## src/rtl/spi_controller.sv

```systemverilog
// SPI mode-0 write-only controller.
// Sends one 16-bit frame {write flag, 7-bit address, 8-bit data}, MSB first,
// then holds chip select high for a minimum gap before accepting the next request.
//
// state    | meaning
// ---------+----------------------------------------------------------
// IDLE     | waiting for a request; ncs high, req_ready high
// SETUP    | ncs low, first bit on copi, sclk low for one half-period
// SHIFT_HI | sclk high; the peripheral samples copi on the rising edge
// SHIFT_LO | sclk low; copi moved to the next lower bit
// HOLD     | sclk low after the last bit; ncs still low
// GAP      | ncs high for CS_GAP cycles before returning to IDLE
module spi_controller #(
   parameter int HALF_PERIOD = 4,
   parameter int CS_GAP      = 4
) (
   input  logic       clk,
   input  logic       rst,
   input  logic       req_valid,
   output logic       req_ready,
   input  logic [6:0] req_addr,
   input  logic [7:0] req_data,
   output logic       sclk,
   output logic       copi,
   output logic       ncs,
   output logic       busy,
   output logic       done
);

   typedef enum logic [2:0] {
      IDLE,
      SETUP,
      SHIFT_LO,
      SHIFT_HI,
      HOLD,
      GAP
   } state_t;

   localparam logic [7:0] HP_LOAD  = 8'(HALF_PERIOD - 1);
   localparam logic [7:0] GAP_LOAD = 8'(CS_GAP - 1);

   state_t      state;
   state_t      state_nxt;
   logic [7:0]  cnt;
   logic [3:0]  bit_cnt;
   // Bits below the write flag; the flag itself is always 1 and goes straight to copi.
   logic [14:0] frame_sr;
   logic        tc;
   logic        phase_chg;

   assign tc        = (cnt == 8'd0);
   assign phase_chg = (state_nxt != state);
   assign busy      = (state != IDLE);
   assign req_ready = (state == IDLE) && !rst;

   // State register.
   always_ff @(posedge clk) begin
      if (rst) begin
         state <= IDLE;
      end else begin
         state <= state_nxt;
      end
   end

   // Next-state selection; every phase ends when the down-counter reaches zero.
   always_comb begin
      state_nxt = state;
      case (state)
         IDLE:     if (req_valid) state_nxt = SETUP;
         SETUP:    if (tc) state_nxt = SHIFT_HI;
         SHIFT_HI: if (tc) state_nxt = (bit_cnt == 4'd0) ? HOLD : SHIFT_LO;
         SHIFT_LO: if (tc) state_nxt = SHIFT_HI;
         HOLD:     if (tc) state_nxt = GAP;
         GAP:      if (tc) state_nxt = IDLE;
         default:  state_nxt = IDLE;
      endcase
   end

   // Phase timer: reloads on every state change, otherwise counts down to zero.
   always_ff @(posedge clk) begin
      if (rst) begin
         cnt <= 8'd0;
      end else if (phase_chg) begin
         cnt <= (state_nxt == GAP) ? GAP_LOAD : HP_LOAD;
      end else if (!tc) begin
         cnt <= cnt - 8'd1;
      end
   end

   // Frame shift register, bit counter and registered SPI pins.
   // Pins are computed from the next state so they change on the same edge as the state.
   always_ff @(posedge clk) begin
      if (rst) begin
         frame_sr <= 15'd0;
         bit_cnt  <= 4'd0;
         copi     <= 1'b0;
         sclk     <= 1'b0;
         ncs      <= 1'b1;
         done     <= 1'b0;
      end else begin
         sclk <= (state_nxt == SHIFT_HI);
         ncs  <= (state_nxt == IDLE) || (state_nxt == GAP);
         done <= (state == HOLD) && (state_nxt == GAP);
         if (state == IDLE && req_valid) begin
            frame_sr <= {req_addr, req_data};
            bit_cnt  <= 4'd15;
            copi     <= 1'b1;
         end else if (state == SHIFT_HI && state_nxt == SHIFT_LO) begin
            frame_sr <= {frame_sr[13:0], 1'b0};
            bit_cnt  <= bit_cnt - 4'd1;
            copi     <= frame_sr[14];
         end else if (state_nxt == GAP) begin
            copi <= 1'b0;
         end
      end
   end

endmodule

```

## config.mk

```make
export PLATFORM = sky130hd
export DESIGN_NAME = spi_controller
export DESIGN_NICKNAME = d
export VERILOG_FILES = /design/src/rtl/spi_controller.sv
export SDC_FILE = /design/constraint.sdc
export NUM_CORES = 1
export LEC_CHECK = 0
export CORE_ASPECT_RATIO = 0.5
export CORE_MARGIN = 1
export CORE_UTILIZATION = 50
export CTS_CLUSTER_SIZE = 14
export DETAILED_ROUTE_END_ITERATION = 16
export HOLD_SLACK_MARGIN = 0.12
export PLACE_DENSITY = 0.78
export RECOVER_POWER = 25
export SLEW_MARGIN = 20
export SYNTH_ARGS = -nofsm -noshare
export SYNTH_HDL_FRONTEND = slang
export SYNTH_SLANG_ARGS = --single-unit
```

## constraint.sdc

```tcl
create_clock -name clk -period 3.1 [get_ports clk]
set_clock_uncertainty 0.2 [all_clocks]
set_input_delay 0.62 -clock clk [delete_from_list [all_inputs] [get_ports clk]]
set_output_delay 0.62 -clock clk [all_outputs]
set_load 0.05 [all_outputs]
```

==> results of run 1 <==
## flip-flops by register name (all words and copies together), names as in the netlist
signal    flops
done          1
sclk          1
copi          1
cnt           8
ncs           1
bit_cnt       4
state         3
frame_sr     15
## worst register-to-register path: stages, from the launching register on
cell and delay (ns):
dfxtp_1 0.36, nor4_1 0.61, and3_1 0.57, clkbuf_1 0.46, xnor2_1 0.15, a2111oi_2 0.36
## through the flow
step | instance area [um2] | util (%)
2_1_floorplan | 1760 | -
3_3_place_gp | 2010 | 63.3
3_5_place_dp | 2010 | 63.3
4_1_cts | 2120 | 66.8
5_1_grt | 2100 | 66.2
6_report | 2100 | 66.2
## worst max-delay path by stage
| stage | startpoint | to | slack [ns] |
|---|---|---|---|
| after floorplan | state[1] | req_ready | 0.30 |
| after global placement | req_valid | bit_cnt[2] | 0.45 |
| after detailed placement | req_valid | bit_cnt[2] | 0.42 |
| after CTS | state[2] | busy | 0.22 |
| after global routing | cnt[2] | frame_sr[14] | 0.12 |
| final | state[2] | busy | 0.21 |
## area by class of cell
type                    count  share of cell area, %
repair buffers             28                   13.1
multi-input cells         140                   45.4
well taps                  48                   2.86
flip-flops and latches     34                   32.4
inverters                   6                   1.07
clock buffers               8                   5.24
## per-layer routing
metal | GRT usage, % | share of wire (%) | vias to the layer above
li1 | - | - | 753
met5 | 0 | 0 | -
met4 | 8.00 | 1.2 | 0
met2 | 37.1 | 45 | 24
met1 | 28.3 | 50 | 716
met3 | 5.14 | 3.6 | 4
## cell families (layout without fill, tap and decap cells)
group / after synthesis / count (layout) / share of synthesized area (%)
AOI/OAI and AO/OA: 39 / 39 / 21.3
xor gates and xnor gates: 7 / 7 / 3.48
adders and majority gates: 3 / 3 / 2.13
buffers and inverters: 22 / 42 / 6.40
DFF: 34 / 34 / 38.7
muxes: 2 / 2 / 1.14
and+or+nand+nor: 89 / 89 / 26.9
## where the power goes
group,switching [mW],leakage [nW],internal (mW)
Clock,0.161,0.0575,0.224
Combinational,0.554,0.463,0.346
Sequential,0.101,0.281,0.563
## synthesized netlist by cell type (2+ instances only)
cell type,count
a2111oi_1,5
a2111oi_2,10
a211oi_1,3
a21oi_1,6
a31oi_1,2
and3_1,12
buf_4,2
buf_6,3
clkbuf_1,11
dfxtp_1,34
ha_1,3
inv_1,6
mux2i_1,2
nand2_1,9
nand3_1,4
nor2_1,39
nor2_2,3
nor3_1,5
nor4_1,3
o31ai_1,2
o41ai_1,2
or3_1,4
or4_1,2
xnor2_1,5
xor2_1,2
==> results.txt, run 1 <==
The number of H-tree levels came out at 2. The buffers plus inverters on the worst setup path came out at 1. The area of the multi-input gates is 952 um2. The number of buffers created by CTS is 5. Routability-driven placement finished with a final weighted congestion of 0.739.

In this run the critical register-to-register path is captured at sclk. The final non-filler cell total came out at 264. The total stage count of the critical path is 2. On the critical path, the stage with the largest delay is an instance of clkdlybuf4s50_1. The clock drives 34 sinks. The data required time of the critical path is 2.28 ns. The signed area change from the synthesized netlist to the final layout is 19.3%. The root buffer cell chosen for the clock tree is clkbuf_8. The area enclosed by the die boundary came out at 3780 um2. The critical path goes through or3_1, clkdlybuf4s50_1. The area taken by flip-flops and latches is 681 um2. In this design, the largest share of critical-path delay is due to buffers and inverters. The setup path with the least slack is of type reg2out. The post-route minimum period came out at 2.89 ns.

The count of cells resized by post-cts repair is 0. The number of DRC markers after the initial detailed-route iteration is 85. The average cell area after synthesis came out at 8.98 um2. The count of flip-flops with a built-in enable after synthesis came out at 0.

The via count came out at 1497. The highest clock frequency the design can meet came out at 346 MHz. The initial antenna violation count came out at 0.

The cell type contributing the most total cell area after synthesis is dfxtp_1. The smallest hold slack is 0.265 ns. The count of unresolved DRC violations after routing came out at 0. After global routing the overflow that remains totals 0.

From bottom edge to top edge, the die measures 44.0 um. Counting instances, the worst hold path has a depth of 2. For the pin with the worst max-slew slack, the measured transition is 0.642 ns.

The type of element launching the critical path is a flop. Buffers inserted to repair hold after CTS numbered 0. The leakage power total is 0.802 nW. Measured along the x axis, the die boundary spans 85.9 um. Summed over all failing endpoints, the final setup total negative slack is 0 ns. The worst register-to-register path begins at cnt[2]. The total routed wirelength came out at 3700 um. TritonCTS built the clock tree. The relative max-transition margin came out at 56.8%. The maximum number of pins on one net before global-route repair came out at 30. The number of antenna diodes is 0.

The final number of max-transition violations is 0. The clock input transition at the sequential cells of the worst setup and hold paths is 0.07 ns. Prior to clock tree synthesis, the placed netlist has a worst setup slack of 0.417 ns. The number of buffers on the longest clock path came out at 2. The number of nets with antenna violations after routing came out at 0. The number of warnings reported in the yosys synthesis log came out at 0. Sequential elements use 38.7% of the synthesized area. The largest driver fanout on the critical path is 13. The floorplan core area came out at 3170 um2.

Synthesis inferred 34 register bits. STA classifies the critical path endpoint as a primary output. The total of buffers placed on input and output ports came out at 23. Setup repair after global routing left no endpoint under its margin.

The sink of the worst hold path is copi. The number of instances in the placed design is 256. Setup violations remaining at the end of the flow were counted as 0. By area the synthesized netlist is led by dfxtp_1, a2111oi_2, nor2_1. The part of the cycle the worst path needs is 93.2%. The average wire per cell in the routed design came out at 14.0 um. In this design, the stage delay of the slowest critical-path cell is 0.83 ns. Global routing used 22.1% of the available tracks across all layers. The total power is 1.95 mW. In this run the worst hold path is classified as reg2reg. For this design the ratio of total power to cell area is 929 nW/um2.

The startpoint identified for the worst hold timing path is copi. The final-layout fill cell count is 260. The number of endpoints with negative hold slack in the final report is 0.

The critical path data arrival time is 2.07 ns. The proportion of netlist area held by the largest area contributor came out at 38.7%. The netlist area before placement came out at 1760 um2. For the worst-skew pair, the clock arrives at the later sink with an insertion delay of 0.29 ns. The post-CTS setup buffer count is 0.

The most used flip-flop cell after synthesis is dfxtp_1. In the layout the commonest cells are nor2_1, dfxtp_1, clkdlybuf4s50_1. Max-cap violations in this run came to 0. The register-to-register path setup slack is 0.29 ns.

The initial utilization of the core area, before any placement, comes to 55.5%. The flow ran to the end, and the final reports show no timing, DRC or antenna violations. The net count after synthesis is 217. The detail-routed via count per cell came out at 5.67. The worst IR drop on VDD came out at 0.359 mV. The number of core rows came out at 14. The cell count after synthesis came out at 196. The first global-routing pass estimated 6310 um of wire.

The library cell used most frequently in the layout, excluding fill and tap cells, is nor2_1. The I/O pin count is 24. The proportion of synthesized flip-flops having asynchronous set or reset is 0%. The via count of the first global-routing pass came out at 1440. The worst reg-to-reg path cell count came out at 5. The number of library cell types mapped by synthesis came out at 42.

The half-perimeter wire length of the detailed placement result is 2450 um. The first detailed-routing pass took 4 iterations. After the last flow step, the layout net total stands at 236. The minimum setup slack in the final design is 0.212 ns. The proportion of layout cells with a drive suffix above 1 is 14.8%.
(Power assumes the default switching activity.)
==> inputs of run 2 (changes only) <==
GPL_ROUTABILITY_DRIVEN = 0   (was not set)
==> results of run 2 <==
No change in the layout: final DEF, timing and power equal those of run 1.
==> inputs of run 3 (changes only) <==
CORE_UTILIZATION = 65   (was 50)
DONT_BUFFER_PORTS = 1   (was not set)
PLACE_DENSITY = 0.85   (was 0.78)
==> results.txt, run 3 (synthesis results as in run 1) <==
The smallest hold slack came to 0.189 ns (was 0.265 ns). The slew at the pin closest to its max-slew limit came out at 0.669 ns (was 0.642 ns). The switching component of the power came out at 0.831 mW (was 0.817 mW). The via count of the first global-routing pass is 1274 (was 1440).

The number of buffers added to fix hold violations after cts came to 0 (unchanged). The class of the worst hold path was in2reg (was reg2reg). The area enclosed by the die boundary is 2930 um2 (was 3780 um2).

The critical path data arrival time came out at 1.85 ns (was 2.07 ns). The worst reg-to-reg path cell count came to 4 (was 5). The kind of capture point of the worst setup path is a primary output (unchanged). The initial antenna violation count is 0 (unchanged). The internal power was 1.11 mW (was 1.13 mW). The chip height came out at 38.8 um (was 44.0 um). The data required time of the critical path came out at 2.28 ns (about the same). The fraction of power consumed by combinational cells is 42.8% (was 46.2%).

The count of unresolved DRC violations after routing is 0 (unchanged). Cell Chain, Critical Path: or3_1, nor2_1, buf_4 (was or3_1, clkdlybuf4s50_1). The final-layout fill cell count is 162 (was 260).

The via count came out at 1470 (was 1497). The average wire per cell in the routed design is 16.3 um (was 14.0 um). The final-report setup violation count is 0 (unchanged). The cell family contributing the most delay on the critical path is simple AND/OR/NAND/NOR gates (was buffers and inverters).

The total routed wirelength came out at 3720 um (was 3700 um). The wire length of the first global-routing pass is 6040 um (was 6310 um). The clock latency on the worst-skew pair is 0.29 ns (about the same). The portion of total power attributed to the clock network came out at 20.6% (was 19.8%). The clock input transition at the sequential cells of the worst setup and hold paths is 0.07 ns (about the same).

The floorplan core area came to 2390 um2 (was 3170 um2). The register containing the most flip-flops in the final layout was frame_sr (unchanged). The number of cells traversed by the worst hold path came out at 1 (was 2). The number of buffers on the longest clock path is 2 (unchanged). The library cell used as clock root buffer is clkbuf_8 (unchanged). The commonest non-fill, non-tap cell in the layout is nor2_1 (unchanged). The register-to-register path setup slack came to 0.60 ns (was 0.29 ns). The half-perimeter wire length of the detailed placement result was 2360 um (was 2450 um). The CTS tree is built (unchanged). The number of core rows is 12 (was 14). The total of buffers placed on input and output ports was 0 (was 23). The post-route minimum period is 2.67 ns (was 2.89 ns). The worst stage delay on the critical path came out at 0.69 ns (was 0.83 ns). RSZ-0062 raised after global routing: false (unchanged). The maximum number of pins on one net before global-route repair came out at 31 (was 30).

The worst IR drop on VDD came out at 0.459 mV (was 0.359 mV). The total global routing overflow is 0 (unchanged). The net count reported at finish is 213 (was 236). The power per unit of standard cell area came out at 1050 nW/um2 (was 929 nW/um2). The buffers plus inverters on the worst setup path is 1 (unchanged). The share of total power consumed by net switching is 42.8% (was 41.9%). The detail-routed via count per cell came out at 6.45 (was 5.67). The I/O pin count came out at 24 (unchanged).

The flip-flop count of the largest register, all copies and words added is 15 (unchanged). The relative max-transition margin is 55.2% (was 56.8%). The slowest stage cell on the critical path is or3_1 (was clkdlybuf4s50_1).

The number of nets with antenna violations after routing is 0 (unchanged). The overall track demand over capacity in global routing was 29.8% (was 22.1%). The highest clock frequency the design can meet came out at 375 MHz (was 346 MHz). The x dimension of the die came out at 75.6 um (was 85.9 um). The effective utilization at floorplan is 73.7% (was 55.5%). The number of H-tree levels came out at 2 (unchanged). The post-route setup TNS is 0 ns (unchanged). The TritonCTS sink count is 34 (unchanged). The number of DRC markers after the initial detailed-route iteration came to 115 (was 85). Commonest cells after routing, fill and taps aside: nor2_1, dfxtp_1, and3_1 (was nor2_1, dfxtp_1, clkdlybuf4s50_1). The number of buffers created by CTS came out at 5 (unchanged). The post-CTS setup buffer count came out at 0 (unchanged). The number of max-cap violations came out at 0 (unchanged). Status: completed (unchanged).

The type of element launching the critical path is a flop (unchanged). The final number of max-transition violations is 0 (unchanged). The proportion of layout cells with a drive suffix above 1 is 15.0% (was 14.8%). The sequential fraction of design power came out at 36.5% (was 34.1%). The signed area change from the synthesized netlist to the final layout is 4.48% (was 19.3%). The largest driver fanout on the critical path was 13 (unchanged). The count of cells resized by post-cts repair came out at 0 (unchanged). The leakage power total was 0.700 nW (was 0.802 nW). The length of the first detailed-routing pass in iterations is 4 (unchanged). The critical path class is reg2out (unchanged). The total stage count of the critical path is 3 (was 2). The number of endpoints with negative hold slack in the final report is 0 (unchanged). Leading registers by flop count: frame_sr x15, cnt x8, bit_cnt x4 (unchanged). The number of antenna diodes is 0 (unchanged).

The part of the cycle the worst path needs was 86.0% (was 93.2%).
[run 3: cell count changes in the layout (fill, tap and decap cells not counted), sizes merged]
cell	delta
dlygate4sd3	-2
clkdlybuf4s50	-20
buf	-1
bufinv	+1
clkbuf	-1
[run 3: final timing paths]
| check | start | end |
|---|---|---|
| max | state[1] | req_ready |
| min | rst | frame_sr[13] |
| max reg2reg | cnt[2] | bit_cnt[2] |
| min reg2reg | frame_sr[0] | frame_sr[0] |
[run 3: layer usage]
metal	GRT usage [%]	wire length (um)	vias to the layer above
met2	48.0	1800	54
met5	0	0	-
met3	10.4	287	7
li1	-	-	705
met1	36.1	1580	704
met4	14.4	49	0
[run 3: area by class of cell]
type,instances,area (um2),share of cell area (%)
well taps,35,43.8,2.38
inverters,6,22.5,1.22
repair buffers,5,33.8,1.84
flip-flops and latches,34,681,37.0
clock inverters,1,30.0,1.63
clock buffers,7,76.3,4.15
multi-input cells,140,952,51.8
[run 3: power by group through the flow]
| stage | logic [mW] | clock network [mW] | registers [mW] |
|---|---|---|---|
| 6_report | 0.831 | 0.401 | 0.708 |
| 5_1_grt | 0.914 | 0.424 | 0.724 |
| 4_1_cts | 0.854 | 0.407 | 0.720 |
| 3_5_place_dp | 0.825 | 0 | 0.726 |
| 3_3_place_gp | 0.798 | 0 | 0.720 |
| 2_1_floorplan | 0.729 | 0 | 0.685 |
[run 3: worst register-to-register path: stages, from the launching register on]
cell	delay, ns
dfxtp_1	0.35
nor4_1	0.60
and3_1	0.48
nand2_2	0.32
a2111oi_1	0.44
[run 3: per-stage QoR]
step | setup slack (ns) | power (mW) | instance area, um2 | cells | util, %
floorplan | 0.303 | 1.41 | 1760 | 196 | -
global placement | 0.791 | 1.52 | 1750 | 220 | 73.4
detailed placement | 0.750 | 1.55 | 1750 | 220 | 73.4
CTS | 0.447 | 1.98 | 1860 | 228 | 77.8
global route | 0.340 | 2.06 | 1840 | 228 | 77.0
finish | 0.434 | 1.94 | 1840 | 228 | 77.0
